**config.mk**
```make
export PLATFORM = sky130hd
export DESIGN_NAME = led_seq_ctrl
export DESIGN_NICKNAME = d
export VERILOG_FILES = /design/src/rtl/led_pkg.sv /design/src/rtl/tick_gen.sv /design/src/rtl/led_seq_ctrl.sv
export SDC_FILE = /design/constraint.sdc
export NUM_CORES = 1
export LEC_CHECK = 0
export BUFFER_PORTS_ARGS = -buffer_cell sky130_fd_sc_hd__buf_4
export CELL_PAD_IN_SITES_DETAIL_PLACEMENT = 2
export CELL_PAD_IN_SITES_GLOBAL_PLACEMENT = 2
export CORE_ASPECT_RATIO = 0.7
export CORE_MARGIN = 1
export CORE_UTILIZATION = 38
export CTS_CLUSTER_SIZE = 10
export DETAILED_ROUTE_END_ITERATION = 8
export PLACE_DENSITY = 0.79
export SLEW_MARGIN = 0
export SYNTH_ARGS = -nofsm -noshare
export SYNTH_HDL_FRONTEND = slang
export SYNTH_SLANG_ARGS = --single-unit
export TNS_END_PERCENT = 20
```
**constraint.sdc**
```tcl
create_clock -name clk -period 4.7 [get_ports clk]
set_clock_uncertainty 0.2 [all_clocks]
set_input_delay 0.47 -clock clk [delete_from_list [all_inputs] [get_ports clk]]
set_output_delay 0.47 -clock clk [all_outputs]
set_load 0.005 [all_outputs]
```
**src/rtl/led_pkg.sv**
```systemverilog
// Shared encodings for the LED sequencer: command modes, FSM states and default clock rates.
package led_pkg;

    localparam int unsigned DEF_CLK_HZ  = 100_000_000;
    localparam int unsigned DEF_TICK_HZ = 1_000;

    localparam logic [1:0] MODE_OFF   = 2'd0;
    localparam logic [1:0] MODE_SOLID = 2'd1;
    localparam logic [1:0] MODE_BLINK = 2'd2;
    localparam logic [1:0] MODE_BURST = 2'd3;

    typedef enum logic [1:0] {
        IDLE  = 2'd0,
        SOLID = 2'd1,
        BLINK = 2'd2,
        BURST = 2'd3
    } state_t;

endpackage

```
**src/rtl/tick_gen.sv**
```systemverilog
// Prescaler producing a one-cycle tick every DIV clocks; clr restarts the count from zero.
module tick_gen #(
    parameter int unsigned DIV = 2
) (
    input  logic clk,
    input  logic rst_n,
    input  logic clr,
    output logic tick
);

    localparam int unsigned PW = (DIV > 1) ? $clog2(DIV) : 1;

    logic [PW-1:0] pre;

    // tick is registered so it is high exactly while pre == DIV-1
    always_ff @(posedge clk or negedge rst_n) begin
        if (!rst_n) begin
            pre  <= '0;
            tick <= 1'b0;
        end else if (clr) begin
            pre  <= '0;
            tick <= 1'b0;
        end else begin
            pre  <= (pre == PW'(DIV - 1)) ? '0 : pre + PW'(1);
            tick <= (pre == PW'(DIV - 2));
        end
    end

endmodule

```
**src/rtl/led_seq_ctrl.sv**
```systemverilog
// Command-driven LED sequencer: off, solid, continuous blink and counted burst,
// timed by a prescaled tick. Any accepted command pre-empts the current one.
module led_seq_ctrl
    import led_pkg::*;
#(
    parameter int unsigned CLK_HZ  = DEF_CLK_HZ,
    parameter int unsigned TICK_HZ = DEF_TICK_HZ,
    parameter int unsigned PER_W   = 16,
    parameter int unsigned CNT_W   = 8
) (
    input  logic             clk,
    input  logic             rst_n,
    input  logic             cmd_valid,
    output logic             cmd_ready,
    input  logic [1:0]       cmd_mode,
    input  logic [PER_W-1:0] cmd_period,
    input  logic [CNT_W-1:0] cmd_count,
    output logic             led,
    output logic             busy,
    output logic             done
);

    localparam int unsigned DIV = CLK_HZ / TICK_HZ;

    if (DIV < 2) begin : g_div_chk
        $error("led_seq_ctrl: CLK_HZ/TICK_HZ must be >= 2");
    end

    state_t           state;
    logic [PER_W-1:0] per;
    logic [PER_W-1:0] tcnt;
    logic [CNT_W-1:0] cnt;
    logic [CNT_W-1:0] bcnt;
    logic             tick;
    logic             accept;

    assign cmd_ready = 1'b1;
    assign accept    = cmd_valid && cmd_ready;

    tick_gen #(.DIV(DIV)) u_tick (
        .clk   (clk),
        .rst_n (rst_n),
        .clr   (accept),
        .tick  (tick)
    );

    always_ff @(posedge clk or negedge rst_n) begin
        if (!rst_n) begin
            state <= IDLE;
            led   <= 1'b0;
            busy  <= 1'b0;
            done  <= 1'b0;
            per   <= '0;
            tcnt  <= '0;
            cnt   <= '0;
            bcnt  <= '0;
        end else begin
            done <= 1'b0;
            if (accept) begin
                per  <= (cmd_period == '0) ? PER_W'(1) : cmd_period;
                cnt  <= cmd_count;
                tcnt <= '0;
                bcnt <= '0;
                case (cmd_mode)
                    MODE_OFF: begin
                        state <= IDLE;
                        led   <= 1'b0;
                        busy  <= 1'b0;
                    end
                    MODE_SOLID: begin
                        state <= SOLID;
                        led   <= 1'b1;
                        busy  <= 1'b0;
                    end
                    MODE_BLINK: begin
                        state <= BLINK;
                        led   <= 1'b1;
                        busy  <= 1'b1;
                    end
                    default: begin
                        // a zero-length burst finishes immediately
                        if (cmd_count == '0) begin
                            state <= IDLE;
                            led   <= 1'b0;
                            busy  <= 1'b0;
                            done  <= 1'b1;
                        end else begin
                            state <= BURST;
                            led   <= 1'b1;
                            busy  <= 1'b1;
                        end
                    end
                endcase
            end else if ((state == BLINK || state == BURST) && tick) begin
                if (tcnt == per - PER_W'(1)) begin
                    tcnt <= '0;
                    if (led) begin
                        led <= 1'b0;
                        if (state == BURST) begin
                            bcnt <= bcnt + CNT_W'(1);
                        end
                    end else if (state == BURST && bcnt == cnt) begin
                        // burst ends after the off half of its last blink
                        state <= IDLE;
                        busy  <= 1'b0;
                        done  <= 1'b1;
                    end else begin
                        led <= 1'b1;
                    end
                end else begin
                    tcnt <= tcnt + PER_W'(1);
                end
            end
        end
    end

endmodule
```
After elaboration in Yosys (flattened, before gate mapping). Cells that the tools add are included.

Add/subtract/negate cells: 4. Equality and inequality tests: 9. Muxes and demuxes: 39. Reductions and logical operators: 17.

Operators with widths (number): 16-bit 2-to-1 mux (4); 8-bit 2-to-1 mux (5); 17-bit equality test (second input constant) (2); 17-bit 2-to-1 mux (2); 1-bit 2-to-1 mux (19); 17-bit by 1-bit adder with 17-bit output (second input constant) (1); 16-bit by 1-bit adder with 16-bit output (second input constant) (1); 16-bit equality test (1); 16-bit logical NOT (1); 16-bit by 1-bit subtractor with 16-bit output (second input constant) (1); 2-bit 2-to-1 mux (6); 2-bit nonzero test (5); 8-bit by 1-bit adder with 8-bit output (second input constant) (1); 8-bit equality test (1); 8-bit logical NOT (1); 4-bit AND reduction (2); 2-bit equality test (second input constant) (3); 2-bit case mux with 3 select lines (1); 1-bit case mux with 2 select lines (2); 2-bit OR reduction (2); 3-bit OR reduction (1); 2-bit by 1-bit equality test with 1-bit output (second input constant) (1); 1-bit logical AND (2); 2-bit logical NOT (1); other kinds (3) (3).

Register bits after elaboration: 71. Output and inout port bits: 4. Word-level logic and storage cells: 79.

Logic depth before layout (Yosys ltp).
Depth in word-level cells: 7. Gate-level depth with buffers: 11. Gate-level depth less buffers: 9.

Hierarchy. Synthesis repeated with hierarchy kept, for this count alone.

Cells, all modules: 420. Area total of the unflattened synthesis: 4140.2 um^2.

Modules (own cells, without submodules): led_seq_ctrl (times used 1, cells an instance 331, area an instance 3230.6 um^2, seq. area each 1301.2 um^2); tick_gen (times used 1, cells an instance 89, area an instance 909.6 um^2, seq. area each 450.4 um^2).

Least setup slack after synthesis. OpenSTA, ideal clock, no wires.

Path type: reg2reg. From: register per[0]. To: register led. Data arrival time: 2.930 ns. Required time: 4.373 ns. Slack: 1.442 ns. Cell stages (with the launch flop): 11. Buffers on the path: 1. Period minus slack after synthesis: 3.258 ns. Cells stage by stage: dfrtp_1 > inv_1 > ha_1 > or4b_1 > buf_2 > or4_1 > o211a_1 > o21ai_0 > nand3_1 > o41ai_4 > mux2_1.

Word-level cells in the longest chain between the ends: 4.

Ends and longest elaborated chain: start: declaration (RTL line led_seq_ctrl.sv:30) `logic [PER_W-1:0] per;`; start signal: assignment (RTL line led_seq_ctrl.sv:60) `per <= (cmd_period == '0) ? PER_W'(1) : cmd_period;`; 16-bit by 1-bit subtractor with 16-bit output (RTL line led_seq_ctrl.sv:95) `if (tcnt == per - PER_W'(1)) begin`; 16-bit equality test (RTL line led_seq_ctrl.sv:95); 2-bit nonzero test (no line); 2-bit AND reduction (no line); end signal: assignment (RTL line led_seq_ctrl.sv:89) `led <= 1'b1;`; end signal: assignment (RTL line led_seq_ctrl.sv:98) `led <= 1'b0;`; end signal: assignment (RTL line led_seq_ctrl.sv:108) `led <= 1'b1;`; end: declaration (RTL line led_seq_ctrl.sv:18) `output logic led,`.

No other way between the ends. A chain may end at the register's enable or synchronous reset.

Final worst setup path.
From: register per[0]. To: register tcnt[9].

Word-level cells in the longest chain between the ends: 5.

Ends and longest elaborated chain: 16-bit by 1-bit subtractor with 16-bit output (RTL line led_seq_ctrl.sv:95); 16-bit equality test (RTL line led_seq_ctrl.sv:95); 16-bit 2-to-1 mux (RTL line led_seq_ctrl.sv:95); 16-bit 2-to-1 mux (RTL line led_seq_ctrl.sv:94) `end else if ((state == BLINK || state == BURST) && tick) begin`; 16-bit 2-to-1 mux (RTL line led_seq_ctrl.sv:59) `if (accept) begin`; end signal: assignment (RTL line led_seq_ctrl.sv:111) `tcnt <= tcnt + PER_W'(1);`; end: declaration (RTL line led_seq_ctrl.sv:31) `logic [PER_W-1:0] tcnt;`.

No other way between the ends. The select of a mux whose other input is x is not followed.

==> results.json <==
{
  "first_iter_violations": 102,
  "place_ws_ns": 0.893,
  "area_growth_pct": 15.4,
  "max_freq_mhz": 257,
  "syn_area_sq_um": 4080,
  "worstSetupPathType": "register to register",
  "grt_overflow": 0,
  "cts_buffers": 9,
  "synth_ff_type": "dfrtp_1",
  "cts.path.max_buffers": 2,
  "die-area_sq_um": 11100,
  "pin_count": 33,
  "die_h_um": 88.6,
  "cts_root_buf": "clkbuf_16",
  "syn_avg_cell_area_sq_um": 9.70,
  "worst-path-max-fanout": 14,
  "syn_inst": 420,
  "synth_area_leaders": "dfrtp_1 43%, mux2_2 7.5%, xor2_1 6.0%",
  "start_util_pct": 39.2,
  "clock_sinks": 70,
  "path_clk_slew_ns": 0.06,
  "first_pass_iters": 4,
  "crit_required_ns": 4.71,
  "timing.final.setup_violations": 0,
  "rows": 31,
  "routed_via_density": 5.61,
  "gp_congestion": 0.790,
  "seqPwrFrac_pct": 44.5,
  "min_period_ns": 3.89,
  "swShare_pct": 26.3,
  "power.density_nw_per_um2": 320,
  "core-area_sq_um": 10400,
  "p_int_mw": 1.11,
  "cp_data_arrival_time_ns": 3.91,
  "max_slew_margin_pct": 21.0,
  "die-width_um": 126,
  "synth_top_area_share_pct": 43.0,
  "clk_latency_ns": 0.34,
  "ys_seq_area_share_pct": 43.0,
  "post_cts_buffers": 0,
  "holdBufCountCts": 0,
  "min_period_over_period_pct": 82.8,
  "post-route-drc-count": 0,
  "diodes": 0,
  "drt-total-wl_mm": 11.8,
  "grt_pass1_vias": 3562,
  "postRouteAntennaNets": 0,
  "post-dp-hpwl_mm": 8.45,
  "numPortBuffers": 31,
  "p_sw_uw": 397,
  "wl_per_cell_um": 20.1,
  "track_usage_pct": 22.7,
  "ys_types": 56,
  "drv_cap": 0,
  "ys_async_sr_fraction_pct": 100,
  "hold_class": "primary input to async pin",
  "grt_max_degree": 71,
  "finalPower_mw": 1.51,
  "htreeDepth": 3,
  "rsz0062_at_grt": "no",
  "grt_pass1_wl_mm": 19.1,
  "crit_path_end_kind": "register",
  "final.setup.worst_slack_ns": 0.809,
  "synth_area_leader_cell": "dfrtp_1",
  "hold_viol": 0,
  "layout.nets": 486,
  "fin_cells": 586,
  "leakage_nw": 1.94,
  "tns_ns": 0,
  "slew_viol_final": 0,
  "synth-edff-count": 0,
  "antenna_found_initial": 0,
  "fillers": 1131,
  "worst_slew_pin_slew_ns": 1.18,
  "ys.warnings.count": 0,
  "clkPwrFrac_pct": 44.8,
  "cts_tree": "yes",
  "pwr-share-comb_pct": 10.7,
  "status": "finished, final reports clean",
  "synth_fp_nets": 457,
  "num_vias": 3287,
  "vdd_ir_drop_max_v": 0.000215,
  "synth-seq-cells": 70,
  "drive_gt1_share_pct": 19.2,
  "dp.cells": 570,
  "start_kind": "register",
  "ctsResizeCount": 0
}
## critical path: stages, from the launching register on
cell and delay [ns]:
dfrtp_1 0.44, inv_1 0.09, ha_1 0.22, or4b_1 0.63, nor4_4 0.33, a21oi_1 0.17, nor4_1 0.50, nand2_1 0.38
o41ai_4 0.40, buf_4 0.30, nor2_1 0.09
## final cells by class
type | instances | area [sq um] | share of cell area [%]
multi-input cells | 325 | 2210 | 47.1
flip-flops and latches | 70 | 1750 | 37.3
repair buffers | 32 | 240 | 5.11
clock buffers | 9 | 225 | 4.79
well taps | 132 | 165 | 3.51
clock inverters | 7 | 65.1 | 1.38
inverters | 11 | 41.3 | 0.878
## placed cells by master, fill, tap and decap left out, drive strengths merged, types with 4 or more instances in the layout
cell and count:
dfrtp 70, nor2 55, nand2 32, buf 32, xor2 28, mux2 28, xnor2 25, nand3 21
nor4 14, o21ai 13, nor3 12, inv 11, nand4 11, and3 9, clkbuf 9, nor2b 8
ha 8, a21oi 6, or3 5, and2 5, or4 5, clkinv 4
## power groups by stage
stage               clock network, mW  registers [mW]  logic [mW]
floorplan                           0           0.663       0.102
global placement                    0           0.677       0.155
detailed placement                  0           0.680       0.163
CTS                             0.696           0.669       0.165
global route                    0.718           0.674       0.179
finish                          0.675           0.669       0.162
## cells in the mapped netlist (all sizes together), types with 2 or more instances
master	number
nand4	11
xnor2	25
and4	3
xor2	28
nor4b	2
a21oi	6
mux2i	3
ha	8
inv	11
o41ai	2
nand2	32
nor3	12
o211ai	2
or3b	2
a31oi	2
dfrtp	70
nor2	55
and2	5
o31ai	2
buf	5
clkbuf	9
or2	3
o21ai	13
nand4b	3
and3	9
nand3	21
a41oi	2
nor4	14
nor2b	8
or4	5
or3	5
mux2	28
## routing by layer
metal	part of all wire, %	up-vias	track usage (%)	routed length, um
met1	48	1685	28.9	5620
met5	0	-	0	0
met2	48	47	39.2	5600
met3	3.5	12	5.38	415
met4	1.1	0	6.13	129
li1	-	1543	-	-
## flip-flops by register name (all words and copies together), names as in the netlist
register and cells:
u_tick.pre 17, per 16, tcnt 16, bcnt 8
cnt 8, busy 1, done 1, led 1
state 1, u_tick.tick 1
## metrics by stage
step | hold WS, ns | instance area, sq um | util, %
after floorplan | -0.0256 | 4080 | -
after global placement | 0.316 | 4410 | 42.4
after detailed placement | 0.323 | 4410 | 42.4
after CTS | 0.108 | 4700 | 45.2
after global routing | 0.144 | 4700 | 45.2
final | 0.0642 | 4700 | 45.2
## cell families after synthesis
logic type / share of synthesized area [%]
and+or+nand+nor: 25.2
DFF: 43.0
xor gates and xnor gates: 11.4
AOI/OAI and AO/OA: 6.63
muxes: 8.47
buffers and inverters: 2.73
adders and majority gates: 2.46
other: 0.0920
## worst paths after layout
kind                                from       endpoint  slack (ns)  cells past startpoint
hold / removal                     rst_n         per[8]        0.06                      1
setup / recovery                  per[0]        tcnt[9]        0.81                     10
min in group clk           cmd_period[1]         per[1]        0.16                      3
hold reg to reg                  per[15]        per[15]        0.33                      1
max in group asynchronous          rst_n  u_tick.pre[4]        3.64                      1
setup reg to reg                  per[0]        tcnt[9]        0.81                     10
Note: power is estimated with default switching activity, not from simulation.
